<file path="src/rtl/inst_mem_pkg.sv">
// -----------------------------------------------------------------------------
// inst_mem_pkg
//   Shared definitions for the instruction memory and its program loader.
//   INST_ADDR_W / INST_W : geometry of the 256 x 16 instruction RAM.
//   HALT_WORD            : instruction word that terminates a program load.
//   ld_state_e           : loader FSM state encoding.
// -----------------------------------------------------------------------------
package inst_mem_pkg;

    localparam int INST_ADDR_W = 8;
    localparam int INST_W      = 16;

    localparam logic [INST_W-1:0] HALT_WORD = 16'hEFFF;

    typedef enum logic [2:0] {
        LD_IDLE  = 3'd0,
        LD_HI    = 3'd1,
        LD_LO    = 3'd2,
        LD_WRITE = 3'd3,
        LD_DONE  = 3'd4
    } ld_state_e;

endpackage

</file>
<file path="src/rtl/inst_mem_loader.sv">
// -----------------------------------------------------------------------------
// inst_mem_loader
//   Loads the instruction RAM from a byte stream. Byte pairs (high byte first)
//   are packed into instruction words and written to consecutive addresses
//   starting at 0. The core is held in reset for the whole session. A session
//   ends after the HALT word has been written, or after address 255 has been
//   written (overflow).
//
//   Ports
//     clk, rst_n      clock (rising edge), asynchronous active-low reset
//     start           one-cycle request to begin a load session
//     in_valid        byte available on in_data
//     in_data         stream byte
//     in_ready        loader accepts a byte this cycle (state only)
//     wr_en           RAM write strobe, one cycle per word
//     wr_addr         RAM write address
//     wr_data         RAM write data
//     core_hold       CPU reset hold, equal to busy
//     busy            load session active
//     done            last session finished (level)
//     overflow        last session ran out of memory without a HALT word
//     word_count      words written in the current or last session (0..256)
//
//   state    | meaning
//   ---------+--------------------------------------------------------------
//   LD_IDLE  | after reset, session counters held clear, waiting for start
//   LD_HI    | waiting for the high byte of the next word
//   LD_LO    | high byte held, waiting for the low byte
//   LD_WRITE | word on wr_addr/wr_data, wr_en asserted for this one cycle
//   LD_DONE  | session finished, done high, waiting for a new start
// -----------------------------------------------------------------------------
module inst_mem_loader
    import inst_mem_pkg::*;
#(
    parameter int                ADDR_W    = INST_ADDR_W,
    parameter int                DATA_W    = INST_W,
    parameter logic [DATA_W-1:0] HALT_WORD = inst_mem_pkg::HALT_WORD
) (
    input  logic              clk,
    input  logic              rst_n,
    input  logic              start,
    input  logic              in_valid,
    input  logic [7:0]        in_data,
    output logic              in_ready,
    output logic              wr_en,
    output logic [ADDR_W-1:0] wr_addr,
    output logic [DATA_W-1:0] wr_data,
    output logic              core_hold,
    output logic              busy,
    output logic              done,
    output logic              overflow,
    output logic [ADDR_W:0]   word_count
);

    localparam logic [ADDR_W-1:0] ADDR_LAST = '1;
    localparam logic [ADDR_W-1:0] ADDR_ONE  = ADDR_W'(1);
    localparam logic [ADDR_W:0]   CNT_ONE   = (ADDR_W + 1)'(1);

    ld_state_e         state;
    ld_state_e         state_nxt;

    logic [7:0]        hi_byte;
    logic [ADDR_W-1:0] addr_q;
    logic [DATA_W-1:0] data_q;
    logic [ADDR_W:0]   count_q;
    logic              overflow_q;

    logic              xfer;
    logic              session_clr;
    logic              is_halt;
    logic              addr_full;

    assign xfer        = in_valid && in_ready;
    // A start from DONE clears on the same edge that enters HI, so done and
    // overflow are already low in the first cycle of the new session.
    assign session_clr = (state == LD_IDLE) || ((state == LD_DONE) && start);
    assign is_halt     = (data_q == HALT_WORD);
    assign addr_full   = (addr_q == ADDR_LAST);

    // ---------------------------------------------------------------- state
    always_ff @(posedge clk or negedge rst_n) begin
        if (!rst_n) begin
            state <= LD_IDLE;
        end else begin
            state <= state_nxt;
        end
    end

    // ----------------------------------------------------------- next state
    always_comb begin
        state_nxt = state;
        unique case (state)
            LD_IDLE: begin
                if (start) begin
                    state_nxt = LD_HI;
                end
            end
            LD_HI: begin
                if (xfer) begin
                    state_nxt = LD_LO;
                end
            end
            LD_LO: begin
                if (xfer) begin
                    state_nxt = LD_WRITE;
                end
            end
            LD_WRITE: begin
                if (is_halt || addr_full) begin
                    state_nxt = LD_DONE;
                end else begin
                    state_nxt = LD_HI;
                end
            end
            LD_DONE: begin
                if (start) begin
                    state_nxt = LD_HI;
                end
            end
            default: state_nxt = LD_IDLE;
        endcase
    end

    // -------------------------------------------------------------- outputs
    // Handshake and status depend on state only; in_ready never looks at
    // in_valid, which keeps the byte source free of combinational loops.
    always_comb begin
        in_ready  = 1'b0;
        wr_en     = 1'b0;
        busy      = 1'b0;
        done      = 1'b0;
        unique case (state)
            LD_HI: begin
                in_ready = 1'b1;
                busy     = 1'b1;
            end
            LD_LO: begin
                in_ready = 1'b1;
                busy     = 1'b1;
            end
            LD_WRITE: begin
                wr_en    = 1'b1;
                busy     = 1'b1;
            end
            LD_DONE: begin
                done     = 1'b1;
            end
            default: begin
                in_ready = 1'b0;
            end
        endcase
        core_hold = busy;
    end

    // ------------------------------------------------------------- datapath
    always_ff @(posedge clk or negedge rst_n) begin
        if (!rst_n) begin
            hi_byte    <= '0;
            addr_q     <= '0;
            data_q     <= '0;
            count_q    <= '0;
            overflow_q <= 1'b0;
        end else begin
            if (session_clr) begin
                addr_q     <= '0;
                count_q    <= '0;
                overflow_q <= 1'b0;
            end

            if ((state == LD_HI) && xfer) begin
                hi_byte <= in_data;
            end

            if ((state == LD_LO) && xfer) begin
                data_q <= {hi_byte, in_data};
            end

            if (state == LD_WRITE) begin
                count_q <= count_q + CNT_ONE;
                // HALT takes priority: a HALT word at the last address is a
                // clean finish, not an overflow. The address is never advanced
                // past the last location.
                if (is_halt) begin
                    overflow_q <= 1'b0;
                end else if (addr_full) begin
                    overflow_q <= 1'b1;
                end else begin
                    addr_q <= addr_q + ADDR_ONE;
                end
            end
        end
    end

    assign wr_addr    = addr_q;
    assign wr_data    = data_q;
    assign word_count = count_q;
    assign overflow   = overflow_q;

endmodule

</file>
<file path="config.mk">
export PLATFORM = sky130hd
export DESIGN_NAME = inst_mem_loader
export DESIGN_NICKNAME = d
export VERILOG_FILES = /design/src/rtl/inst_mem_pkg.sv /design/src/rtl/inst_mem_loader.sv
export SDC_FILE = /design/constraint.sdc
export NUM_CORES = 1
export LEC_CHECK = 0
export CAP_MARGIN = 10
export CELL_PAD_IN_SITES_DETAIL_PLACEMENT = 1
export CELL_PAD_IN_SITES_GLOBAL_PLACEMENT = 2
export CORE_MARGIN = 10
export CORE_UTILIZATION = 31
export CTS_CLUSTER_DIAMETER = 30
export DETAILED_ROUTE_END_ITERATION = 16
export PLACE_DENSITY_LB_ADDON = 0.1
export SYNTH_ARGS = -nofsm -noshare
export SYNTH_HDL_FRONTEND = slang
export SYNTH_SLANG_ARGS = --single-unit
</file>
<file path="constraint.sdc">
create_clock -name clk -period 2.1 [get_ports clk]
set_input_delay 0.63 -clock clk [delete_from_list [all_inputs] [get_ports clk]]
set_output_delay 0.63 -clock clk [all_outputs]
set_load 0.05 [all_outputs]
</file>
==> metrics.md <==
| Metric | Value |
|---|---|
| Status | finished clean |
| # DRC | 0 |
| CP endpoint kind | output pin |
| Tmin final | 2000 ps |
| Leakage | 0.00127 uW |
| Worst Max-Slew Pin Slew | 422 ps |
| Buf+Inv Stages, Crit Path | 1 |
| VDD IR max | 0.915 mV |
| Initial drt markers | 37 |
| WP data arrival | 1370 ps |
| Largest net degree at the start of global routing | 25 |
| Antenna fix cells | 0 |
| Nets | 248 |
| GPL Wtd Cong | 0.786 |
| Fin crit share | 0.953 |
| CP Depth | 3 |
| Setup TNS | 0 ps |
| Initial antenna violation count | 0 |
| Layout cells sized above 1 | 0.387 |
| CP Launch Point | state[0] |
| Crit-path cells | nand2b_1, a21oi_2, buf_12 |
| Total track usage | 0.111 |
| Final Hold Viols | 0 |
| Die ar. | 10300 sq um |
| Die H | 101 um |
| Wire length per cell | between 15 and 20 um |
| Critical path class | register to output pin |
| Critical Path Max Stage Delay | 420 ps |
| #FFs+latches synth | 45 |
| Share of flip-flops with an asynchronous set or reset | 1.00 |
| Top cell type's share of synthesized area | 0.549 |
| Vias | 1570 |
| Num rows | 29 |
| Starting density of the core | 0.321 |
| Clk sink count | 45 |
| Req. time, crit path | 1470 ps |
| Footprint of the multi-input gates | 876 sq um |
| Synth Instances | 173 |
| CP max-delay cell | dfrtp_1 |
| Num CTS Buffers | 5 |
| Antenna-violating nets left | 0 |
| Setup Viol. Count Final | 0 |
| Synthesized area | 2050 sq um |
| Worst hold path class | primary input to async pin |
| RSZ-0062 raised after global routing | false |
| Setup Skew | 5.27 ps |
| HPWL after DPL | 4.29 mm |
| Via-to-Cell Ratio | 5.03 |
| CTS Root Cell | clkbuf_8 |
| Hold buffers post-CTS | 0 |
| Post-CTS Setup Bufs | 0 |
| CTS tree | done |
| Post-Route WL | 5.43 mm |
| Register area | approximately 1100 sq um |
| Yosys warning total | 0 |
| FMAX | roughly 500 MHz |
| Hold WS | 198 ps |
| Synth top cells by count | 45 x dfrtp_1, 25 x mux2_2, 19 x nand2_1, 8 x mux2i_1, 7 x nand4_1 |
| Number of synthesized flops with an enable pin | 0 |
| Top-count cell post-synth | dfrtp_1 |
| Startpoint Class | register |
| Detailed Routing Iterations Pass 1 | 3 |
| CP top delay family | flip-flops |
| Number of global-route vias before repair | 1798 |
| Mapped Nets | 187 |
| IO Port Bufs | 50 |
| Synth area leader | dfrtp_1 |
| Post-cts sizing count | 1 |
| Global route overflow | 0 |
| Maximum clock path buffer count | 2 |
| Seq/Total Area, Yosys | 0.549 |
| Worst Reg-to-Reg Cells | 5 |
| Slew headroom | 0.717 |
| Synth area leaders | dfrtp_1 55%, mux2_2 14%, mux2i_1 3.9% |
| First-pass GRT wire length | 9.16 mm |
| Maximum fanout along the worst path | 5 |
| Clock-pin slew on the worst setup and hold paths | 90 ps |
| Layout fillers | 699 |
| Max Slew Vio Count | 0 |
| Area delta synth->final | 37.0% |
| Syn avg cell area | 11.9 sq um |
| Most common flop cell mapped by yosys | dfrtp_1 |
| Distinct cells, synth | 40 |
| Die Width | about 100 um |
| Clk Latency, worst-skew pair | 300 ps |
| Reg-to-Reg Start | wr_addr[0] |
| CTS H-tree depth | 2 |
| Ports | between 50 and 60 |
| CORE AREA | between 6000 and 7000 sq um |
| Pwr Density | 1550 nW/um^2 |
| Maxcap violations | 0 |
[metal layers]
metal	global-route usage	vias to the layer above	part of all wire
li1	-	755	-
met1	0.131	780	0.44
met2	0.187	28	0.50
met3	0.0340	7	0.050
met4	0.0354	0	0.011
met5	0	-	0
[stage by stage]
stage,total power (uW),instances,util,cell area [sq um],worst slack (ps)
5_1_grt,4590,312,0.440,2810,18.1
3_3_place_gp,3540,304,0.418,2670,122
3_5_place_dp,3600,304,0.418,2670,94.4
2_1_floorplan,2750,173,-,2050,9.75
6_report,4350,312,0.440,2810,97.9
4_1_cts,4410,312,0.440,2810,76.5
[cell usage in the layout, fill, tap and decap left out, types with 3 or more instances in the layout]
master,count
buf_4,41
a21oi_1,3
dfrtp_1,45
nand2_1,19
clkbuf_8,5
mux2_2,25
inv_1,5
nand3_1,4
mux2i_1,8
buf_12,7
clkdlybuf4s50_1,10
o31ai_1,3
nand4_1,7
o21ai_0,6
nor2_1,6
[power by group]
group	internal (uW)	total (uW)	switching [uW]
Clock	479	789	310
Sequential	1150	1380	228
Combinational	837	2180	1340
[worst paths after layout]
| path | to | slack, ps |
|---|---|---|
| max | in_ready | 100 |
| min | word_count[8] | 200 |
| max reg2reg | wr_addr[3] | 320 |
| min reg2reg | word_count[8] | 490 |
| max in group asynchronous | hi_byte[0] | 1310 |
| min in group clk | word_count[8] | 490 |
[logic make-up after synthesis]
family	after synthesis	synth area share
AOI/OAI and AO/OA	26	0.0860
and+or+nand+nor	54	0.142
muxes	33	0.176
buffers and inverters	11	0.0262
DFF	45	0.549
adders and majority gates	2	0.0122
xor gates and xnor gates	2	0.00854
[flip-flops by register name (all words and copies together) (netlist names)]
name / count
word_count: 9
wr_data: 16
hi_byte: 8
wr_addr: 8
overflow: 1
state: 3
[cell type report]
type	count	area share
sequential	45	0.401
multi-input combinational	117	0.312
timing repair buffer	59	0.197
tap	77	0.0343
clock buffer	5	0.0245
clock inverter	3	0.0245
inverter	6	0.00801
(Power assumes the default switching activity.)
==> variant (same settings) <==
Re-encode `ld_state_e` (5 states) as Gray code, 3 bits wide.
--- a/src/rtl/inst_mem_pkg.sv
+++ b/src/rtl/inst_mem_pkg.sv
@@ -13,11 +13,11 @@
     localparam logic [INST_W-1:0] HALT_WORD = 16'hEFFF;
 
     typedef enum logic [2:0] {
-        LD_IDLE  = 3'd0,
-        LD_HI    = 3'd1,
-        LD_LO    = 3'd2,
-        LD_WRITE = 3'd3,
-        LD_DONE  = 3'd4
+        LD_IDLE  = 3'b000,
+        LD_HI    = 3'b001,
+        LD_LO    = 3'b011,
+        LD_WRITE = 3'b010,
+        LD_DONE  = 3'b110
     } ld_state_e;
 
 endpackage
Formal check against the unedited RTL: no difference found for any inputs over 10 cycles, from zero or initial values and one cycle with rst_n low; not proved beyond that.
==> variant against the unedited design <==
- cell count rose by 1.9%
- cell area fell by 0.45%
- wire length rose by 4.4%
- setup slack got worse by 46 ps
- register-to-register slack got worse by 80 ps
- area after synthesis rose by 3.2%
- sequential cell count did not move
- utilization fell by 2.4 points
- power fell by 1.9%
==> variant: results (changes against the unedited design) <==
Power
  • Clk pwr share: 0.130 (-0.051)
  • VDD IR max: 0.000785 V (-14%)
  • Internal power: 2280 µW (-7.4%)
  • Comb power frac: 0.544 (+0.043)
  • Leakage: 0.00126 µW (-0.35%)

Yosys
  • Post-synthesis mux area share: 0.149 (-0.0273)
  • Top post-synthesis cells by area: dfrtp_1, mux2_2, nand4_1
  • Post-Synth XOR/XNOR Area: 0.0248 (+0.0163)
  • Post-synthesis sequential area ratio: 0.532 (-0.0169)
  • Netlist cell types: 43 (+7.5%)
  • Adder-Cell Fraction of Synth Area: 0.0118 (-0.000375)

Final layout
  • Non-clock buffer count: 57 (-3.4%)
  • Nonclk inv count: 5 (-1)
  • NonClk Buf Share: 0.192 (-0.00448)
  • Final cell count without fillers: 318 (+1.9%)
  • Multi-input logic area: 921 µm² (+5.1%)

Placed design
  • Post-place setup slack: 43.3 ps (-51.1 ps)
  • Final HPWL DP: 4370 µm (+1.9%)

Detailed routing
  • DR vias: 1616 (+2.9%)
  • Drt total wl: 5670 µm (+4.4%)
  • Met2 wirelength from detailed routing: 2830 µm (+3.9%)
  • Initial detailed-routing violation count: 72 (+95%)

Setup path
  • CP top delay family: simple AND/OR/NAND/NOR gates
  • Critical path data arrival time: 1420 ps (+50 ps)
  • Worst path max stage delay: 450 ps (+30 ps)

Global route
  • Met3 Use GR: 0.0369 (+0.00283)
  • Total track usage: 0.110 (-0.000511)
  • Vias in the first global route: 1786 (-0.67%)
  • Met1 usage: 0.126 (-0.00466)
  • Maximum number of pins on one net before global-route repair: 29 (+16%)

STA
  • Final Skew: 14.6 ps (+9.35 ps)
  • Rel. slew slack: 0.644 (-0.0734)

Status
  • Run status: finished, final reports clean
[variant: changes by cell type after synthesis, sizes merged, moves of 3 or more]
cell | before | now
nand3 | 5 | 8
nand2 | 19 | 15
nand4 | 7 | 10
mux2i | 8 | 3
nor2 | 8 | 11
a22o | 0 | 4
o21ai | 8 | 11
[variant: path summary, 6_finish.rpt]
path | start | to | slack (ps) | cells after the start
worst max-delay path | state[0]$_DFFE_PN0P_ | wr_en | 50 | 3
worst max register to register | wr_addr[0]$_DFF_PN0_ | wr_addr[2]$_DFF_PN0_ | 240 | 5
worst min-delay path | rst_n | word_count[4]$_DFFE_PN0P_ | 300 | 1
min in group clk | word_count[8]$_DFFE_PN0P_ | word_count[8]$_DFFE_PN0P_ | 490 | 1
worst min register to register | word_count[8]$_DFFE_PN0P_ | word_count[8]$_DFFE_PN0P_ | 490 | 1
max in group asynchronous | rst_n | wr_data[12]$_DFFE_PN0P_ | 1270 | 2
